===== config.mk =====
export PLATFORM = sky130hd
export DESIGN_NAME = latch_write_sched
export DESIGN_NICKNAME = d
export VERILOG_FILES = /design/src/rtl/latch_write_sched_pkg.sv /design/src/rtl/latch_write_sched_rr_pick.sv /design/src/rtl/latch_write_sched.sv
export SDC_FILE = /design/constraint.sdc
export NUM_CORES = 1
export LEC_CHECK = 0
export CAP_MARGIN = 20
export CELL_PAD_IN_SITES_DETAIL_PLACEMENT = 0
export CELL_PAD_IN_SITES_GLOBAL_PLACEMENT = 1
export CORE_MARGIN = 2
export CORE_UTILIZATION = 39
export DETAILED_ROUTE_END_ITERATION = 10
export PLACE_DENSITY = 0.88
export SYNTH_ARGS = -nofsm -noshare
export SYNTH_HDL_FRONTEND = slang
export SYNTH_SLANG_ARGS = --single-unit

===== constraint.sdc =====
create_clock -name clock -period 7.6 [get_ports clock]
set_input_delay 2.28 -clock clock [delete_from_list [all_inputs] [get_ports clock]]
set_output_delay 2.28 -clock clock [all_outputs]
set_load 0.02 [all_outputs]

===== src/rtl/latch_write_sched_pkg.sv =====
// Shared types and constants for the latch write scheduler.
//   state_e : scheduler FSM states
//   CNT_W   : width of the lat_en hold down-counter (HOLD is 1..15)
//   idx_w   : width of a requester index for n requesters
package latch_write_sched_pkg;

    localparam int unsigned CNT_W = 4;

    typedef enum logic [2:0] {
        ST_IDLE  = 3'd0,
        ST_SETUP = 3'd1,
        ST_OPEN  = 3'd2,
        ST_CLOSE = 3'd3,
        ST_ACK   = 3'd4
    } state_e;

    // Index width for n requesters, never less than one bit.
    function automatic int unsigned idx_w(input int unsigned n);
        return (n > 1) ? $clog2(n) : 1;
    endfunction

endpackage


===== src/rtl/latch_write_sched_rr_pick.sv =====
// Combinational round-robin picker.
//   req_i    : request vector
//   last_i   : index of the previous winner; search starts one above it
//   valid_c  : at least one request present
//   onehot_c : one-hot winner
//   idx_c    : binary index of the winner
module rr_pick
    import latch_write_sched_pkg::*;
#(
    parameter int unsigned NREQ  = 4,
    parameter int unsigned IDX_W = 2
) (
    input  logic [NREQ-1:0]  req_i,
    input  logic [IDX_W-1:0] last_i,
    output logic             valid_c,
    output logic [NREQ-1:0]  onehot_c,
    output logic [IDX_W-1:0] idx_c
);

    // Walk the requesters from last_i+1, wrapping; the first hit wins.
    always_comb begin
        int unsigned pos;
        valid_c  = 1'b0;
        onehot_c = '0;
        idx_c    = '0;
        pos      = 0;
        for (int unsigned k = 1; k <= NREQ; k++) begin
            pos = (32'(last_i) + k) % NREQ;
            if (!valid_c && req_i[IDX_W'(pos)]) begin
                valid_c                  = 1'b1;
                onehot_c[IDX_W'(pos)]    = 1'b1;
                idx_c                    = IDX_W'(pos);
            end
        end
    end

endmodule


===== src/rtl/latch_write_sched.sv =====
// Schedules writes from NREQ requesters into one shared level-sensitive latch.
// Each write runs SETUP (data stable, enable low), OPEN (enable high for HOLD
// cycles), CLOSE (enable low, data still stable) and ACK (one-cycle ack pulse).
//   clock, reset_n : clock, asynchronous active-low reset
//   req            : per-requester level request, held until ack
//   wdata          : per-requester write data, slice i belongs to req[i]
//   gnt            : one-hot grant during SETUP/OPEN/CLOSE
//   ack            : one-cycle completion pulse to the winner
//   lat_en, lat_d  : enable and data for the shared latch
//   busy           : high whenever the scheduler is not idle
// HOLD must lie in 1..15.
module latch_write_sched
    import latch_write_sched_pkg::*;
#(
    parameter int unsigned WIDTH = 8,
    parameter int unsigned NREQ  = 4,
    parameter int unsigned HOLD  = 2
) (
    input  logic                  clock,
    input  logic                  reset_n,
    input  logic [NREQ-1:0]       req,
    input  logic [NREQ*WIDTH-1:0] wdata,
    output logic [NREQ-1:0]       gnt,
    output logic [NREQ-1:0]       ack,
    output logic                  lat_en,
    output logic [WIDTH-1:0]      lat_d,
    output logic                  busy
);

    localparam int unsigned IDX_W = idx_w(NREQ);

    state_e             state_q, state_d;
    logic [CNT_W-1:0]   cnt_q, cnt_d;
    logic [IDX_W-1:0]   win_q, win_d;
    logic [IDX_W-1:0]   last_q, last_d;
    logic [NREQ-1:0]    gnt_q, gnt_d;
    logic [NREQ-1:0]    ack_q, ack_d;
    logic               lat_en_q, lat_en_d;
    logic [WIDTH-1:0]   lat_d_q, lat_d_d;
    logic               busy_q, busy_d;

    logic               pick_valid;
    logic [NREQ-1:0]    pick_onehot;
    logic [IDX_W-1:0]   pick_idx;
    logic [WIDTH-1:0]   wdata_arr [NREQ];

    // Unpack the flat data bus into per-requester words.
    for (genvar g = 0; g < NREQ; g++) begin : g_unpack
        assign wdata_arr[g] = wdata[g*WIDTH +: WIDTH];
    end

    rr_pick #(
        .NREQ  (NREQ),
        .IDX_W (IDX_W)
    ) u_rr_pick (
        .req_i    (req),
        .last_i   (last_q),
        .valid_c  (pick_valid),
        .onehot_c (pick_onehot),
        .idx_c    (pick_idx)
    );

    // State and output registers.
    always_ff @(posedge clock or negedge reset_n) begin
        if (!reset_n) begin
            state_q  <= ST_IDLE;
            cnt_q    <= '0;
            win_q    <= '0;
            last_q   <= IDX_W'(NREQ - 1);
            gnt_q    <= '0;
            ack_q    <= '0;
            lat_en_q <= 1'b0;
            lat_d_q  <= '0;
            busy_q   <= 1'b0;
        end else begin
            state_q  <= state_d;
            cnt_q    <= cnt_d;
            win_q    <= win_d;
            last_q   <= last_d;
            gnt_q    <= gnt_d;
            ack_q    <= ack_d;
            lat_en_q <= lat_en_d;
            lat_d_q  <= lat_d_d;
            busy_q   <= busy_d;
        end
    end

    // Next state; outputs are computed for the state being entered so that
    // every output comes straight from a flop.
    always_comb begin
        state_d  = state_q;
        cnt_d    = cnt_q;
        win_d    = win_q;
        last_d   = last_q;
        gnt_d    = gnt_q;
        ack_d    = '0;
        lat_en_d = 1'b0;
        lat_d_d  = lat_d_q;

        case (state_q)
            ST_IDLE: begin
                gnt_d = '0;
                if (pick_valid) begin
                    win_d   = pick_idx;
                    gnt_d   = pick_onehot;
                    lat_d_d = wdata_arr[pick_idx];
                    state_d = ST_SETUP;
                end
            end
            ST_SETUP: begin
                cnt_d    = CNT_W'(HOLD - 1);
                lat_en_d = 1'b1;
                state_d  = ST_OPEN;
            end
            ST_OPEN: begin
                if (cnt_q == '0) begin
                    state_d = ST_CLOSE;
                end else begin
                    cnt_d    = cnt_q - CNT_W'(1);
                    lat_en_d = 1'b1;
                end
            end
            ST_CLOSE: begin
                // Entering ACK: drop the grant, pulse ack, remember the winner.
                gnt_d        = '0;
                ack_d[win_q] = 1'b1;
                last_d       = win_q;
                state_d      = ST_ACK;
            end
            ST_ACK: begin
                state_d = ST_IDLE;
            end
            default: begin
                gnt_d   = '0;
                state_d = ST_IDLE;
            end
        endcase

        busy_d = (state_d != ST_IDLE);
    end

    assign gnt    = gnt_q;
    assign ack    = ack_q;
    assign lat_en = lat_en_q;
    assign lat_d  = lat_d_q;
    assign busy   = busy_q;

endmodule


==> results.md <==
* I/O pins at 56
* Num CTS Buffers at 5
* Antenna violations before repair at 0
* Detailed Route Iter0 Violations at roughly 120
* Pre-CTS setup slack at ~2.3 ns
* Total gr overflow at 0
* CP startpoint: req[2]
* Largest net degree at the start of global routing at 30
* Hold EP: lat_d[2]$_DFFE_PN0P_
* Drt pass-1 iters at 5
* WP data required at approximately 7.8 ns
* Post-Route WL at just under 5 mm
* CP Class: input port to flip-flop
* Final hold vios at 0
* Least-Margin Pin Slew at 0.790 ns
* Post-synth ARST share at 100%
* Antenna diodes at 0
* Antenna viol nets, final at 0
* Fraction of layout cells with a size suffix above 1 at 10.9%
* R2r endpoint: lat_d[4]$_DFFE_PN0P_
* Setup ws final at between 2 and 3 ns
* Unique masters post-synth at 47
* CP Launch Type: input port
* Area grow syn2layout at 31.4%
* Worst IR Drop VDD at around 0.00019 V
* Final routed DRC violation total at 0
* Flops & latches, synth at 29
* CP arrival at about 5.1 ns
* Hold Buf Count CTS at 0
* Max-cap viol count at 0
* Clk_skew at approximately 0.0043 ns
* Syn_area_per_cell at 9.54 um2
* Die footprint at 5880 um2
* Hold_sp: lat_d[2]$_DFFE_PN0P_
* Core box area at approximately 5100 um2
* Post-CTS Setup Repair Bufs at 0
* Nets at between 300 and 400
* Initial Utilization at between 40% and 50%
* Reg2reg path depth at 8
* Minimum clock period at approximately 5 ns
* Tcrit/Tclk final at ~65%
* Post-synth EDFFs at 0
* Routability cong. at ~0.85
* Worst R2R Start: last_q[0]$_DFFE_PN1P_
* H-tree lvl count at 2
* Total power at approximately 0.0011 W
* Root buffer cell: clkbuf_8
* RSZ-0062 raised after global routing: no
* Mapped Nets at 264
* Die Span Y at 76.7 um
* Critical path peak fanout at 12
* Leakage at roughly 1.1 nW
* First-pass GRT wire length at 8.36 mm
* Clock sinks at 29
* Total Routing Usage GR at between 10% and 20%
* Vias in the first global route at between 1500 and 2000
* Clock buffer depth at 2
* Fmax at 201 MHz
* Final setup violation count at 0
* CP Capture Type: flip-flop
* Dpl hpwl at ~3.6 mm
* Sequential area share after synthesis at between 30% and 40%
* DR vias/cell at 5.47
* DR WL/cell at around 14 um
* Setup TNS Final at 0 ns
* Cell row count at 26
* Routed vias at between 1500 and 2000
* Yosys warning count at 0
* Power per cell area at 403 nW/um2
* Max-slew violations at 0
* CTS tree: built
* Hold Crit Depth at 2
* Flop2flop setup slack at around 3.5 ns
* Max-slew headroom at between 40 and 50%
* Post-synthesis cell count at 216
* Die width at ~77 um
* PortBufs at 55
* Worst-path clk slew at ~0.07 ns
* Resized Gates After CTS at 0
* Status: finished clean
* Min Hold Slack at approximately 0.5 ns
* Syn Std Cell Area at just over 2000 um2
* Clock latency on the worst-skew pair at about 0.28 ns
* # fillers at 522
* Min-Delay Path Class: flip-flop to flip-flop
* Post-synth top flop: dfrtp_1
[sequential cells by signal (all words and copies together) (netlist names), 2 cells and up]
signal	flops
win_q	2
gnt	4
state_q	3
lat_d	8
last_q	2
ack	4
cnt_q	4
[per-stage QoR]
stage	cells	utilization, %	instance area (um2)
final	335	53.0	2710
after global routing	335	53.0	2710
after CTS	334	52.9	2700
after detailed placement	326	51.2	2620
after global placement	326	51.2	2620
after floorplan	216	-	2060
[cells by family (layout without fill, tap and decap cells)]
logic type	after synthesis	count (layout)	synth area share [%]
AOI/OAI and AO/OA	51	51	18.0
DFF	29	29	35.3
xor gates and xnor gates	5	5	2.12
adders and majority gates	10	10	6.07
and+or+nand+nor	76	76	18.6
buffers and inverters	21	70	5.46
muxes	24	24	14.5
[worst max path at each step]
stage,endpoint,depth (start not counted)
final,lat_d[4]$_DFFE_PN0P_,7
after global routing,lat_d[4]$_DFFE_PN0P_,7
after CTS,lat_d[4]$_DFFE_PN0P_,7
after detailed placement,lat_d[4]$_DFFE_PN0P_,7
after global placement,lat_d[4]$_DFFE_PN0P_,7
after floorplan,lat_d[4]$_DFFE_PN0P_,9
[report_power, final]
group / switching (W) / internal, W / total (W)
combinational: 0.000349 / 0.000317 / 0.000666
clock: 0.0000590 / 0.0000630 / 0.000122
sequential: 0.0000779 / 0.000225 / 0.000303
total: 0.000486 / 0.000605 / 0.00109
[cell usage after synthesis (2+ instances only)]
master | number | area, um2
o221ai_1 | 7 | 61.3
nor2b_1 | 3 | 18.8
or3_1 | 5 | 31.3
nor3b_1 | 3 | 22.5
ha_1 | 10 | 125
a21oi_1 | 4 | 20.0
o211ai_1 | 4 | 30.0
nor4_1 | 3 | 18.8
nand3_1 | 5 | 25.0
buf_6 | 4 | 45.0
clkbuf_1 | 10 | 37.5
buf_2 | 3 | 15.0
mux2_2 | 9 | 101
mux2i_1 | 11 | 110
o21ai_0 | 13 | 65.1
xnor2_1 | 4 | 35.0
dfrtp_1 | 27 | 676
nand3b_1 | 3 | 22.5
a31oi_1 | 2 | 12.5
nand2_1 | 24 | 90.1
dfstp_2 | 2 | 52.6
o22ai_1 | 7 | 43.8
or4_1 | 2 | 15.0
inv_1 | 4 | 15.0
and3_1 | 2 | 12.5
nor2_1 | 19 | 71.3
mux4_2 | 2 | 45.0
a221oi_1 | 4 | 35.0
nand2b_1 | 2 | 12.5
[routing by layer]
metal,routed length [um],share of wire (%),global-route usage [%]
met1,2200,45,23.3
met2,2200,46,27.5
met3,358,7.4,5.53
met4,75,1.5,5.45
met5,0,0,0
[worst max-delay path, cell delays in order]
cell	delay (ns)
clkdlybuf4s50_1	0.59
mux2_2	0.37
mux2i_1	0.42
nand2b_1	0.43
a21boi_4	0.49
mux2_4	0.34
o221a_1	0.21
[final cells by class]
type	count	area, um2	share of cell area, %
Clock inverter	3	17.5	0.647
Clock buffer	5	68.8	2.54
Timing Repair Buffer	58	571	21.1
Inverter	4	15.0	0.555
Tap cell	70	87.6	3.23
Sequential cell	29	728	26.9
Multi-Input combinational cell	166	1220	45.1
[placed cells by master, fill, tap and decap left out, types with 7 or more instances in the layout]
cell and instances:
clkdlybuf4s50_1 55, dfrtp_1 27, ha_1 10, mux2_2 9, mux2i_1 11, nand2_1 24, nor2_1 19, o21ai_0 13
o221ai_1 7, o22ai_1 7
Power figures use the tool's default switching activity.
